### config.mk
export PLATFORM = sky130hd
export DESIGN_NAME = bcd_to_bin
export DESIGN_NICKNAME = d
export VERILOG_FILES = /design/src/rtl/bcd_to_bin.sv
export SDC_FILE = /design/constraint.sdc
export NUM_CORES = 1
export LEC_CHECK = 0
export BUFFER_PORTS_ARGS = -buffer_cell sky130_fd_sc_hd__buf_4
export CAP_MARGIN = 20
export CORE_MARGIN = 2
export CORE_UTILIZATION = 57
export DETAILED_ROUTE_END_ITERATION = 12
export PLACE_DENSITY = 0.88
export SLEW_MARGIN = 20
export SYNTH_ARGS = -nofsm -noshare
export SYNTH_HDL_FRONTEND = slang
export SYNTH_SLANG_ARGS = --single-unit
### constraint.sdc
create_clock -name iClk -period 2 [get_ports iClk]
set_input_delay 0.4 -clock iClk [delete_from_list [all_inputs] [get_ports iClk]]
set_output_delay 0.4 -clock iClk [all_outputs]
set_load 0.01 [all_outputs]
### src/rtl/bcd_to_bin.sv
// -----------------------------------------------------------------------------
// bcd_to_bin
//
// Iterative BCD-to-binary converter using reverse double dabble. Four BCD
// digits (thousands, hundreds, tens, units) are turned into a W_BIN-bit binary
// word. This is the inverse of the binary-to-BCD shift-add converter. It turns
// operator-entered decimal values back into the binary frequency word.
//
// Each iteration shifts {bcd, bin} right by one bit. It then subtracts 3 from
// every BCD nibble that has reached 8 or more. After W_BIN iterations the
// binary word holds the result and the BCD register has drained to zero.
//
// Optional feature (macro BCD_TO_BIN_FAST_EN):
//   undefined : separate SHIFT and ADJUST states, result after 2*W_BIN cycles
//   defined   : shift and nibble correction merged into one state,
//               result after W_BIN cycles
//
// Handshake (start/done):
//   iStart is sampled only while the block is idle (oBusy low). Valid digits
//   start a conversion, and oBusy rises in the next cycle. When the result is
//   ready, oDone pulses for one cycle with oFrec updated; the block is already
//   idle in that cycle and may accept a new iStart. If any digit is above 9,
//   iStart produces a one-cycle oError pulse instead and the block stays idle.
//   oDone and oError are never high together.
//
// Parameters:
//   W_BIN   width of the binary result; 2**W_BIN must exceed 9999
//
// Ports:
//   iClk     in   1      system clock, rising edge
//   iRst_n   in   1      asynchronous active-low reset
//   iStart   in   1      start request, sampled only in IDLE
//   iUM      in   4      thousands digit
//   iC       in   4      hundreds digit
//   iD       in   4      tens digit
//   iU       in   4      units digit
//   oFrec    out  W_BIN  converted value, held until the next good conversion
//   oDone    out  1      one-cycle pulse, oFrec valid and updated
//   oError   out  1      one-cycle pulse, an input digit was above 9
//   oBusy    out  1      high while a conversion is in progress
//   oState   out  2      current FSM state (debug observation)
// -----------------------------------------------------------------------------
module bcd_to_bin #(
  parameter int W_BIN = 14
) (
  input  logic             iClk,
  input  logic             iRst_n,
  input  logic             iStart,
  input  logic [3:0]       iUM,
  input  logic [3:0]       iC,
  input  logic [3:0]       iD,
  input  logic [3:0]       iU,
  output logic [W_BIN-1:0] oFrec,
  output logic             oDone,
  output logic             oError,
  output logic             oBusy,
  output logic [1:0]       oState
);

  localparam int CW = $clog2(W_BIN + 1);

  // In the fast build S_SHIFT is the single merged iteration state and
  // S_ADJUST is never entered.
  typedef enum logic [1:0] {
    S_IDLE   = 2'd0,
    S_SHIFT  = 2'd1,
    S_ADJUST = 2'd2
  } state_t;

  state_t            state_q, state_d;
  logic [15:0]       bcd_q, bcd_d;
  logic [W_BIN-1:0]  bin_q, bin_d;
  logic [W_BIN-1:0]  frec_q, frec_d;
  logic [CW-1:0]     cnt_q, cnt_d;
  logic              done_q, done_d;
  logic              err_q, err_d;

  logic              digits_bad;
  logic              last_step;
  logic [15:0]       shift_bcd;
  logic [W_BIN-1:0]  shift_bin;

  // A nibble of 8 or more after a right shift means a 1 came down from the
  // next decade. That 1 is worth 5 here rather than 8, so subtract 3.
  function automatic logic [15:0] nibble_adjust(input logic [15:0] b);
    logic [15:0] r;
    r = b;
    for (int i = 0; i < 4; i++) begin
      if (b[4*i+3]) begin
        r[4*i +: 4] = b[4*i +: 4] - 4'd3;
      end
    end
    return r;
  endfunction

  assign digits_bad = (iUM > 4'd9) || (iC > 4'd9) || (iD > 4'd9) || (iU > 4'd9);

  // Logical right shift of the concatenation {bcd, bin}.
  assign shift_bcd = {1'b0, bcd_q[15:1]};
  assign shift_bin = {bcd_q[0], bin_q[W_BIN-1:1]};

  // last_step marks the cycle whose register update completes the final
  // iteration. The counter counts shifts already performed.
`ifdef BCD_TO_BIN_FAST_EN
  assign last_step = (state_q == S_SHIFT) && (cnt_q == CW'(W_BIN - 1));
`else
  assign last_step = (state_q == S_ADJUST) && (cnt_q == CW'(W_BIN));
`endif

  // ---------------------------------------------------------------------------
  // State register
  // ---------------------------------------------------------------------------
  always_ff @(posedge iClk or negedge iRst_n) begin
    if (!iRst_n) begin
      state_q <= S_IDLE;
    end else begin
      state_q <= state_d;
    end
  end

  // ---------------------------------------------------------------------------
  // Next-state logic
  // ---------------------------------------------------------------------------
  always_comb begin
    state_d = state_q;
    case (state_q)
      S_IDLE: begin
        if (iStart && !digits_bad) begin
          state_d = S_SHIFT;
        end
      end
`ifdef BCD_TO_BIN_FAST_EN
      S_SHIFT: begin
        if (last_step) begin
          state_d = S_IDLE;
        end
      end
`else
      S_SHIFT: begin
        state_d = S_ADJUST;
      end
      S_ADJUST: begin
        if (last_step) begin
          state_d = S_IDLE;
        end else begin
          state_d = S_SHIFT;
        end
      end
`endif
      default: begin
        state_d = S_IDLE;
      end
    endcase
  end

  // ---------------------------------------------------------------------------
  // Output and datapath next-value logic
  // ---------------------------------------------------------------------------
  always_comb begin
    bcd_d  = bcd_q;
    bin_d  = bin_q;
    cnt_d  = cnt_q;
    frec_d = frec_q;
    done_d = 1'b0;
    err_d  = 1'b0;
    case (state_q)
      S_IDLE: begin
        if (iStart) begin
          if (digits_bad) begin
            err_d = 1'b1;
          end else begin
            bcd_d = {iUM, iC, iD, iU};
            bin_d = '0;
            cnt_d = '0;
          end
        end
      end
`ifdef BCD_TO_BIN_FAST_EN
      S_SHIFT: begin
        bcd_d = nibble_adjust(shift_bcd);
        bin_d = shift_bin;
        cnt_d = cnt_q + CW'(1);
        if (last_step) begin
          frec_d = shift_bin;
          done_d = 1'b1;
        end
      end
`else
      S_SHIFT: begin
        bcd_d = shift_bcd;
        bin_d = shift_bin;
        cnt_d = cnt_q + CW'(1);
      end
      S_ADJUST: begin
        bcd_d = nibble_adjust(bcd_q);
        if (last_step) begin
          frec_d = bin_q;
          done_d = 1'b1;
        end
      end
`endif
      default: begin
      end
    endcase
  end

  // ---------------------------------------------------------------------------
  // Datapath and output registers
  // ---------------------------------------------------------------------------
  always_ff @(posedge iClk or negedge iRst_n) begin
    if (!iRst_n) begin
      bcd_q  <= '0;
      bin_q  <= '0;
      cnt_q  <= '0;
      frec_q <= '0;
      done_q <= 1'b0;
      err_q  <= 1'b0;
    end else begin
      bcd_q  <= bcd_d;
      bin_q  <= bin_d;
      cnt_q  <= cnt_d;
      frec_q <= frec_d;
      done_q <= done_d;
      err_q  <= err_d;
    end
  end

  assign oFrec  = frec_q;
  assign oDone  = done_q;
  assign oError = err_q;
  assign oBusy  = (state_q != S_IDLE);
  assign oState = state_q;

  // Every BCD unit must have moved into the binary word by the last step.
  a_bcd_drained : assert property (
    @(posedge iClk) disable iff (!iRst_n) last_step |-> (bcd_d == 16'd0)
  );

  a_done_err_excl : assert property (
    @(posedge iClk) disable iff (!iRst_n) !(done_q && err_q)
  );

endmodule

### After elaboration in Yosys (flattened, before gate mapping)

Index checks and enable logic that the tools add are counted.

| word-level totals | value |
|---|---|
| bits in registers | 52 |
| bits of input ports | 19 |
| output and inout bits | 19 |

| cells by class | value |
|---|---|
| magnitude comparators | 4 |
| mux-type cells | 21 |
| add/sub/neg operators | 5 |
| reductions and logical operators | 17 |
| eq/ne operators | 10 |

Operators by type and width:

| kind | count |
|---|---|
| $pmux W16 S3 | 1 |
| $mux W16 | 2 |
| $mux W14 | 2 |
| $pmux W14 S2 | 1 |
| $mux W4 | 6 |
| $gt A4 B4 Y1 const B | 4 |
| $reduce_and A4 Y1 | 4 |
| $sub A4 B2 Y4 const B | 4 |
| $ne A2 B2 Y1 const B | 7 |
| $pmux W4 S2 | 1 |
| $mux W1 | 6 |
| $pmux W2 S3 | 1 |
| $reduce_and A3 Y1 | 2 |
| $add A4 B1 Y4 const B | 1 |
| $eq A4 B4 Y1 const B | 1 |
| $reduce_bool A2 Y1 | 2 |
| $logic_or A1 B1 Y1 | 3 |
| $reduce_bool A3 Y1 | 1 |
| $eq A2 B1 Y1 const B | 1 |
| $eq A2 B2 Y1 const B | 1 |
| $logic_and A1 B1 Y1 | 2 |
| $logic_not A2 Y1 | 1 |
| $mux W2 | 1 |
| $reduce_and A2 Y1 | 1 |
| $logic_not A1 Y1 | 1 |

### Logic depth before layout (Yosys ltp)

| logic depth | value |
|---|---|
| depth after elaboration | 8 |
| mapped depth | 8 |
| mapped depth without buffers | 7 |

### Worst setup path before layout

Ideal clock, no wire load.

| timing path | value |
|---|---|
| path kind | register to register |
| start | register state_q[0] (netlist: oState[0]) |
| end | register bcd_q[0] |
| period minus slack after synthesis | 1.780 ns |
| data arrival time | 1.655 ns |
| buffers on the path | 2 |
| data required time | 1.875 ns |
| stages on the path, launching flop included | 7 |
| setup time | 0.125 ns |
| setup slack | 0.220 ns |
| cells stage by stage | dfrtp_1 inv_1 ha_1 clkbuf_1 clkbuf_1 a21oi_1 mux2_4 |

| on the way | value |
|---|---|
| cells in the longest elaborated chain, start to end | 3 |
| elaborated cells on any way between the ends | 9 |

RTL lines:

| what | line | RTL |
|---|---|---|
| from (decl) | 70 | `state_t state_q, state_d;` |
| from (signal assigned) | 117 | `state_q <= state_d;` |
| $eq A2 B2 Y1, or another cell as far along | 166 | `case (state_q)` |
| $ne A2 B2 Y1 (no line) / $reduce_bool A3 Y1 (equally long branches) | - |  |
| $reduce_and A4 Y1 (no line) | - |  |
| to (signal assigned) | 212 | `bcd_q <= '0;` |
| to (signal assigned) | 219 | `bcd_q <= bcd_d;` |
| to (decl) | 71 | `logic [15:0] bcd_q, bcd_d;` |

Several ways; a longest one is shown, not always the timed one.
A chain may end at the register's enable or synchronous reset.

### Worst setup path in the final report

| timing path | value |
|---|---|
| start | register state_q[0] (netlist: oState[0]) |
| end | register bcd_q[4] |

The elaborated chain is that of the path after synthesis.

==> results.py <==
metrics = {
    "global_route": {
        "grt_overflow": 0,
        "grt_first_pass_wirelength_um": 9032,
        "antenna_found_initial": 0,
        "grt_use_total_pct": 22.42,
        "grt_max_degree": 53,
        "grt_pass1_vias": 1941,
    },
    "sta": {
        "setup_viol_count_final": 0,
        "clock_skew_ns": 0.004529,
        "post-route-min-period_ns": 1.902,
        "slew_headroom_pct": 57.15,
        "setup_ws_ns": 0.09813,
        "hold_viol": 0,
        "worst_pin_slew_ns": 0.6428,
        "maxSlewViolCount": 0,
        "rsz0062_at_grt": "false",
        "fmax_mhz": 525.8,
        "fin_tns_setup_ns": 0,
        "post-route-period-util_pct": 95.09,
    },
    "power": {
        "switching_share_pct": 39.76,
        "peakVddDrop_v": 0.0008293,
        "seq_power_share_pct": 38.3,
        "switchingPower_mw": 1.697,
        "clkPwrFrac_pct": 14.1,
        "p_per_area_mw_per_mm2": 1402,
        "p_comb_share_pct": 47.6,
        "leakage_nw": 1.517,
        "p_int_mw": 2.572,
    },
    "finish": {
        "drive_above_1_share_pct": 30.95,
        "final_cells": 346,
        "multi_input_area_mm2": 0.001191,
        "area_growth_pct": 16.47,
        "n_antenna_cell": 0,
        "final_nets": 322,
        "seqCellArea_mm2": 0.001301,
        "fill_cells": 329,
        "fin_util_pct": 69.43,
    },
    "yosys": {
        "synth.area.top_cells": "dfrtp_1, nand2_1, a22o_2",
        "yosysTopAreaCell": "dfrtp_1",
        "ys_warn_count": 0,
        "synth_nets": 280,
        "synth-async-reset-ratio_pct": 100.0,
        "syn_area_per_cell_um2": 10.41,
        "synth_edf_count": 0,
        "ys.flop_type": "dfrtp_1",
        "synth-seq-area-share_pct": 49.78,
        "synth_cell_types": 37,
        "synth-seq-cells": 52,
        "yosysTopAreaCellShare_pct": 49.78,
        "netlist_instances": 251,
        "synthTopCellsByCount": "nand2_1, dfrtp_1, a21oi_1",
        "syn_area_mm2": 0.002614,
        "yosysMostFrequentCell": "nand2_1",
    },
    "route": {
        "via_count": 1989,
        "drc": 0,
        "first_pass_iters": 4,
        "antenna_left": 0,
        "viasPerCell": 5.749,
        "wirelength_um": 5343,
        "routedWlPerCell_um": 15.44,
        "drtIter0Drc": 144,
    },
    "clock_network": {
        "path_clk_slew_ns": 0.09,
        "clock_tree.buffer_depth": 2,
        "cts_tree": "yes",
        "cts_root_buffer": "clkbuf_8",
        "clk_latency_ns": 0.31,
        "cts_buffers": 5,
        "cts_max_level": 2,
        "cts.sinks": 52,
    },
    "setup_path": {
        "cp-end-kind": "flip-flop",
        "critPathLaunch": "oState[0]",
        "reg2reg_from": "oState[0]",
        "crit_type": "reg -> reg",
        "critPathLaunchType": "flip-flop",
        "cp.required_ns": 2.20,
        "worstPathMaxFanout": 6,
        "arrival_ns": 2.10,
    },
    "floorplan": {
        "die-area_mm2": 0.005143,
        "die_y_um": 71.72,
        "ios": 38,
        "core_mm2": 0.004384,
        "chipWidth_um": 71.72,
        "initial_utilization_pct": 59.62,
        "rows": 24,
    },
    "placement": {
        "dp_hpwl_um": 3634,
        "post-place-cells": 338,
        "portBuffers": 37,
        "place_ws_ns": 0.07438,
        "routabilityCongestion": 0.8673,
    },
    "status": {
        "status": "finished, final reports clean",
    },
    "hold_path": {
        "hp-class": "in -> async",
    },
    "job": {
        "drv_cap": 0,
    },
}
[cell type report]
class                   instances  share of cell area [%]
repair buffers                 47                   11.59
clock inverters                 2                  0.5343
well taps                      52                   2.137
multi-input cells             175                   39.13
clock buffers                   6                   2.384
flip-flops and latches         52                   42.75
inverters                      12                   1.480
[routing by layer]
| layer | GRT usage, % | up-vias | wire length (µm) |
|---|---|---|---|
| met5 | 0 | - | 0 |
| met4 | 6.080 | 0 | 57 |
| met3 | 4.219 | 5 | 205 |
| met2 | 36.93 | 52 | 2623 |
| met1 | 30.68 | 970 | 2457 |
| li1 | - | 962 | - |
[kinds of logic (layout without fill, tap and decap cells)]
group | count (synthesis) | after routing | synth area share [%]
and+or+nand+nor | 76 | 76 | 11.82
AOI/OAI and AO/OA | 71 | 71 | 20.34
xor gates and xnor gates | 5 | 5 | 1.675
DFF | 52 | 52 | 49.78
adders and majority gates | 10 | 10 | 4.787
buffers and inverters | 24 | 67 | 5.122
muxes | 13 | 13 | 6.463
[worst max-delay path, stage by stage (launching register included)]
cell	delay, ns
dfrtp_1	0.44
inv_1	0.10
ha_1	0.28
a21o_1	0.23
a21oi_2	0.17
buf_4	0.19
o21ai_4	0.08
mux2_4	0.30
[timing repair]
action / in CTS / in global routing
hold endpoints to repair: 0 / 0
endpoints found under the setup margin: 0 / 18
resized for setup: 0 / 2
hold buffers: 0 / 0
setup buffers: 0 / 0
[cells in the final DEF, fill, tap and decap left out, types with 3 or more instances in the layout]
master / instances
o2bb2ai_1: 4
o211ai_1: 6
inv_1: 12
buf_4: 47
ha_1: 10
o21ai_0: 7
nor2_1: 12
clkbuf_8: 5
nand2_1: 55
xnor2_1: 5
a22o_2: 15
mux2_4: 6
dfrtp_1: 52
o21ai_1: 3
a21oi_1: 20
mux2_2: 7
a32oi_1: 4
[power groups by stage]
stage	sequential, mW	clock, mW	combinational [mW]
finish	1.63	0.603	2.03
global route	1.67	0.651	2.24
CTS	1.63	0.611	2.00
detailed placement	1.65	0	1.99
global placement	1.63	0	1.93
floorplan	1.58	0	1.55
[stage by stage]
step                total power, mW  cell area (µm²)  hold slack (ns)
CTS                           4.244             3032           0.1358
global placement              3.559             2943           0.4599
detailed placement            3.638             2943           0.4639
global route                  4.567             3044           0.1573
floorplan                     3.137             2614           0.1044
finish                        4.269             3044          0.09805
[state kept, by name, indices dropped and copies added, names as in the netlist]
register	cells
bin_q	14
oFrec	14
oState	2
cnt_q	4
oError	1
oDone	1
bcd_q	16
[path summary, 6_finish.rpt]
check	depth (start not counted)	to	slack (ns)
hold reg to reg	2	oFrec[8]	0.48
setup reg to reg	7	bcd_q[4]	0.1
hold / removal	1	bcd_q[10]	0.1
max in group asynchronous	1	oFrec[13]	1.46
setup / recovery	7	bcd_q[4]	0.1
min in group iClk	3	bcd_q[11]	0.35
(Power assumes the default switching activity.)
